<file path="src/rtl/uart2wifi_reg_arbiter.sv">
// rtl/uart2wifi_reg_arbiter.sv - round-robin arbiter sharing one register bus between a UART port and a WiFi port
module uart2wifi_reg_arbiter #(
   parameter int ADDR_W   = 2,
   parameter int DATA_W   = 32,
   parameter int NUM_REGS = 3
) (
   input  logic              clk_i,
   input  logic              rst_i,
   input  logic              a_req_i,
   input  logic              a_we_i,
   input  logic [ADDR_W-1:0] a_addr_i,
   input  logic [DATA_W-1:0] a_wdata_i,
   output logic              a_gnt_o,
   output logic              a_err_o,
   output logic              a_rvalid_o,
   output logic [DATA_W-1:0] a_rdata_o,
   input  logic              b_req_i,
   input  logic              b_we_i,
   input  logic [ADDR_W-1:0] b_addr_i,
   input  logic [DATA_W-1:0] b_wdata_i,
   output logic              b_gnt_o,
   output logic              b_err_o,
   output logic              b_rvalid_o,
   output logic [DATA_W-1:0] b_rdata_o,
   output logic [ADDR_W-1:0] reg_addr_o,
   output logic [DATA_W-1:0] reg_wdata_o,
   output logic              reg_write_o,
   output logic              reg_read_o,
   input  logic [DATA_W-1:0] reg_rdata_i
);

   typedef enum logic [1:0] {IDLE, ISSUE, WAIT} state_t;

   localparam logic [31:0] NUM_REGS_U = NUM_REGS;

   state_t              state_q;
   logic                last_b_q;
   logic                sel_b_q;
   logic                a_gnt_q, a_err_q, a_rvalid_q;
   logic                b_gnt_q, b_err_q, b_rvalid_q;
   logic [DATA_W-1:0]   a_rdata_q, b_rdata_q;
   logic [ADDR_W-1:0]   reg_addr_q;
   logic [DATA_W-1:0]   reg_wdata_q;
   logic                reg_write_q, reg_read_q;

   logic                sel_a_d, sel_b_d;
   logic                req_we_d;
   logic [ADDR_W-1:0]   req_addr_d;
   logic [DATA_W-1:0]   req_wdata_d;
   logic                legal_d;

   // A wins a tie only when B was served last.
   assign sel_a_d     = a_req_i & (~b_req_i | last_b_q);
   assign sel_b_d     = b_req_i & ~sel_a_d;
   assign req_we_d    = sel_a_d ? a_we_i    : b_we_i;
   assign req_addr_d  = sel_a_d ? a_addr_i  : b_addr_i;
   assign req_wdata_d = sel_a_d ? a_wdata_i : b_wdata_i;
   assign legal_d     = 32'(req_addr_d) < NUM_REGS_U;

   always_ff @(posedge clk_i or posedge rst_i) begin
      if (rst_i) begin
         state_q     <= IDLE;
         last_b_q    <= 1'b1;
         sel_b_q     <= 1'b0;
         a_gnt_q     <= 1'b0;
         a_err_q     <= 1'b0;
         a_rvalid_q  <= 1'b0;
         b_gnt_q     <= 1'b0;
         b_err_q     <= 1'b0;
         b_rvalid_q  <= 1'b0;
         a_rdata_q   <= '0;
         b_rdata_q   <= '0;
         reg_addr_q  <= '0;
         reg_wdata_q <= '0;
         reg_write_q <= 1'b0;
         reg_read_q  <= 1'b0;
      end else begin
         a_gnt_q     <= 1'b0;
         a_err_q     <= 1'b0;
         a_rvalid_q  <= 1'b0;
         b_gnt_q     <= 1'b0;
         b_err_q     <= 1'b0;
         b_rvalid_q  <= 1'b0;
         reg_write_q <= 1'b0;
         reg_read_q  <= 1'b0;
         case (state_q)
            IDLE: begin
               if (sel_a_d | sel_b_d) begin
                  last_b_q <= sel_b_d;
                  sel_b_q  <= sel_b_d;
                  a_gnt_q  <= sel_a_d;
                  b_gnt_q  <= sel_b_d;
                  // Error grants still pass through ISSUE so the held request is not resampled.
                  state_q  <= ISSUE;
                  if (!legal_d) begin
                     a_err_q <= sel_a_d;
                     b_err_q <= sel_b_d;
                  end else begin
                     reg_addr_q <= req_addr_d;
                     if (req_we_d) begin
                        reg_write_q <= 1'b1;
                        reg_wdata_q <= req_wdata_d;
                     end else begin
                        reg_read_q  <= 1'b1;
                        reg_wdata_q <= '0;
                     end
                  end
               end
            end
            ISSUE: begin
               state_q <= reg_read_q ? WAIT : IDLE;
            end
            WAIT: begin
               if (sel_b_q) begin
                  b_rdata_q  <= reg_rdata_i;
                  b_rvalid_q <= 1'b1;
               end else begin
                  a_rdata_q  <= reg_rdata_i;
                  a_rvalid_q <= 1'b1;
               end
               state_q <= IDLE;
            end
            default: state_q <= IDLE;
         endcase
      end
   end

   assign a_gnt_o     = a_gnt_q;
   assign a_err_o     = a_err_q;
   assign a_rvalid_o  = a_rvalid_q;
   assign a_rdata_o   = a_rdata_q;
   assign b_gnt_o     = b_gnt_q;
   assign b_err_o     = b_err_q;
   assign b_rvalid_o  = b_rvalid_q;
   assign b_rdata_o   = b_rdata_q;
   assign reg_addr_o  = reg_addr_q;
   assign reg_wdata_o = reg_wdata_q;
   assign reg_write_o = reg_write_q;
   assign reg_read_o  = reg_read_q;

endmodule

</file>
<file path="config.mk">
export PLATFORM = sky130hd
export DESIGN_NAME = uart2wifi_reg_arbiter
export DESIGN_NICKNAME = d
export VERILOG_FILES = /design/src/rtl/uart2wifi_reg_arbiter.sv
export SDC_FILE = /design/constraint.sdc
export NUM_CORES = 1
export LEC_CHECK = 0
export CAP_MARGIN = 20
export CORE_MARGIN = 2
export CORE_UTILIZATION = 45
export DETAILED_ROUTE_END_ITERATION = 8
export PLACE_DENSITY = 0.83
export SETUP_SLACK_MARGIN = 0.1
export SLEW_MARGIN = 30
export SYNTH_ARGS = -nofsm -noshare
export SYNTH_HDL_FRONTEND = slang
export SYNTH_SLANG_ARGS = --single-unit
</file>
<file path="constraint.sdc">
create_clock -name clk_i -period 6.8 [get_ports clk_i]
set_clock_uncertainty 0.05 [all_clocks]
set_input_delay 1.02 -clock clk_i [delete_from_list [all_inputs] [get_ports clk_i]]
set_output_delay 1.02 -clock clk_i [all_outputs]
set_load 0.005 [all_outputs]
</file>
==> metrics.csv <==
stage;metric;value;unit
pwr;Flop pwr share;0.422;
clock_tree;clock buffer depth;2;
job;Max Cap Viol;0;
timing;Max-slew headroom;0.3854;
yosys;Syn Nets;508;
finish;P&R area growth vs syn;50.25;%
floorplan;initial core utilization;0.4637;
grt;GR Util All Layers;0.2270;
timing;maximum clock frequency;296.7;MHz
pwr;P per Cell Area;356.7;nW/um^2
finish;nets@finish;707;
placement;Placed Area;7017;um^2
worst_setup_path;Crit-path slowest cell;or3_2;
clock_tree;postcts setup bufs;0;
worst_setup_path;WP data required;6.96;ns
placement;I/O Buffers;211;
worst_setup_path;Critical Setup Path Class;in -> reg;
pwr;Worst VDD drop;0.1798;mV
finish;layout cells sized above 1;0.1554;
grt;pin count of the biggest net entering global routing;67;
yosys;post-synthesis area per instance;11.96;um^2
floorplan;Die Y;107.4;um
clock_tree;CTS clock-pin slew for the worst setup and hold paths;0.09;ns
floorplan;Core Region;10370;um^2
yosys;Yosys top cell area share;0.5673;
timing;Tmin final;3.370;ns
finish;most frequent cells in the layout;clkdlybuf4s50_1 (211), dfrtp_1 (109), nand2_1 (100);
placement;Routability Congestion;0.7755;
yosys;Synth Warn #;0;
timing;final setup fails;0;
floorplan;full die area;11530;um^2
clock_tree;post-CTS resize count;0;
grt;first-pass GRT wire length;20510;um
floorplan;die width;107.4;um
worst_setup_path;critical path cell sequence;clkdlybuf4s50_1 > inv_1 > nor3_4 > or3_2 > o31ai_1;
yosys;#FFs+latches synth;110;
placement;HPWL Detailed;9443;um
timing;fin crit share;0.4956;
worst_setup_path;CP max FO;34;
worst_hold_path;Hold Crit Class;reg -> reg;
yosys;Main synth FF type;dfrtp_1;
worst_setup_path;Reg2Reg Setup Slack;4.18;ns
timing;Final Hold Fails;0;
clock_tree;CTS tree;yes;
pwr;Leakage Power;3.242;nW
timing;setup repair after global routing missed its margin;no;
finish;most common cell after layout, fill and taps aside;clkdlybuf4s50_1;
route;drt first pass iters;6;
yosys;Seq/Total Area, Yosys;0.5727;
route;DRC viols;0;
timing;Max Slew Vio Count;0;
yosys;Syn Std Cell Area;4808;um^2
route;antenna viol nets, final;0;
worst_setup_path;CP Capture Type;flip-flop;
clock_tree;clk root buf;clkbuf_8;
yosys;number of enable flip-flop cells after synthesis;0;
pwr;Design Power;2.577;mW
outcome;status;finished clean;
clock_tree;Num CTS Buffers;9;
worst_setup_path;CP peak stage delay;0.86;ns
clock_tree;H-tree depth;3;
yosys;Post-synth ARST share;1.000;
route;final WL;12960;um
finish;Final Instance Area;7224;um^2
grt;vias in the first global route;4079;
worst_setup_path;largest delay contributor family on the critical path;simple AND/OR/NAND/NOR gates;
yosys;Synth cell types;31;
floorplan;I/O pin cnt;212;
pwr;power share of the clock group;0.155;
pwr;internal power;1.806;mW
grt;gr ovfl total;0;
yosys;cell accounting for the most synthesized area;dfrtp_1;
yosys;cell count after synthesis;402;
worst_setup_path;Critical path buffers and inverters;2;
route;vias per cell;5.355;
grt;initial antenna violation count;0;
yosys;synth top area cells;dfrtp_1 (57%), nand2_1 (7.8%), o31ai_2 (7.5%), mux2_2 (7.5%), mux2i_1 (6.7%);
route;WL per Instance;17.48;um
timing;slew at the pin closest to its max-slew limit;0.9220;ns
floorplan;row count;37;
route;total number of vias;3968;
worst_setup_path;Setup crit start kind;input port;
clock_tree;Clock Sink Count;110;
timing;Setup TNS;0;ns
clock_tree;clk_lat worst skew;0.36;ns
route;Initial DRC Count;224;
finish;ANT cells;0;
pwr;combinational power share;0.423;
clock_tree;hold buffer count at cts;0;
pwr;Sw Ratio;0.2993;
worst_setup_path;WP data arrival;3.53;ns
pwr;Net Switching;0.7714;mW
[logic make-up after synthesis]
group                  share of synthesized area
buffers and inverters                    0.03591
multiplexers                              0.1462
AND/OR/NAND/NOR                           0.1015
flip-flops                                0.5727
AO/OA/AOI/OAI                             0.1436
[power groups by stage]
stage	registers (mW)	clock network (mW)	logic, mW
after floorplan	1.09	0	0.388
after global placement	1.09	0	1.06
after detailed placement	1.10	0	1.10
after CTS	1.09	0.409	1.10
after global routing	1.12	0.432	1.18
final	1.09	0.399	1.09
[worst paths after layout]
check,startpoint,end,cells after the start
worst min register to register,b_rdata_o[19]$_DFFE_PP0P_,b_rdata_o[19]$_DFFE_PP0P_,2
max in group asynchronous,rst_i,a_rdata_o[5]$_DFFE_PP0P_,3
worst max register to register,last_b_q$_DFFE_PP1P_,reg_wdata_o[31]$_DFFE_PP0P_,4
worst max-delay path,a_req_i,reg_wdata_o[31]$_DFFE_PP0P_,5
min in group asynchronous,rst_i,b_gnt_o$_DFF_PP0_,2
worst min-delay path,b_rdata_o[19]$_DFFE_PP0P_,b_rdata_o[19]$_DFFE_PP0P_,2
[per-layer routing]
| metal | wire [um] | up-vias | global-route usage |
|---|---|---|---|
| met5 | 0 | - | 0 |
| met4 | 180 | 0 | 0.07418 |
| met3 | 1244 | 14 | 0.05993 |
| met2 | 6260 | 215 | 0.3825 |
| met1 | 5270 | 1944 | 0.2857 |
| li1 | - | 1795 | - |
[through the flow]
step	instances	util	setup WS [ns]	hold WS, ns
floorplan	402	-	2.829	0.4197
global placement	725	0.6752	2.713	0.4071
detailed placement	726	0.6766	3.029	0.4118
CTS	741	0.6967	3.438	0.4351
global route	741	0.6967	3.260	0.4699
finish	741	0.6967	3.430	0.4331
[registers in the layout (all words and copies together), names as in the netlist, 2 cells and up]
register,cells
a_rdata_o,32
b_rdata_o,32
reg_addr_o,2
reg_wdata_o,32
state_q,2
[area by class of cell]
type / count / area [um^2]
Clock buffer: 11 / 151.4
Sequential cell: 110 / 2754
Timing Repair Buffer: 218 / 2172
Inverter: 6 / 25.02
Tap cell: 136 / 170.2
Clock inverter: 4 / 56.30
Multi-Input combinational cell: 256 / 1896
Fill cell: 747 / 3146
[cell usage after synthesis (2+ instances only)]
library cell	number
buf_6	3
dfrtp_1	109
o31ai_2	29
nand2_1	100
o21ai_0	3
a31oi_1	4
nand3_1	2
buf_2	12
o31ai_1	35
mux2i_1	32
clkbuf_1	14
mux2_2	32
nor2_1	4
inv_1	6
[worst register-to-register path: stages, from the launching register on]
cell     delay (ns)
dfstp_2        0.55
and2b_1        0.22
nor3_4         0.59
or3_2          0.86
o31ai_1        0.19
Power figures use the tool's default switching activity.
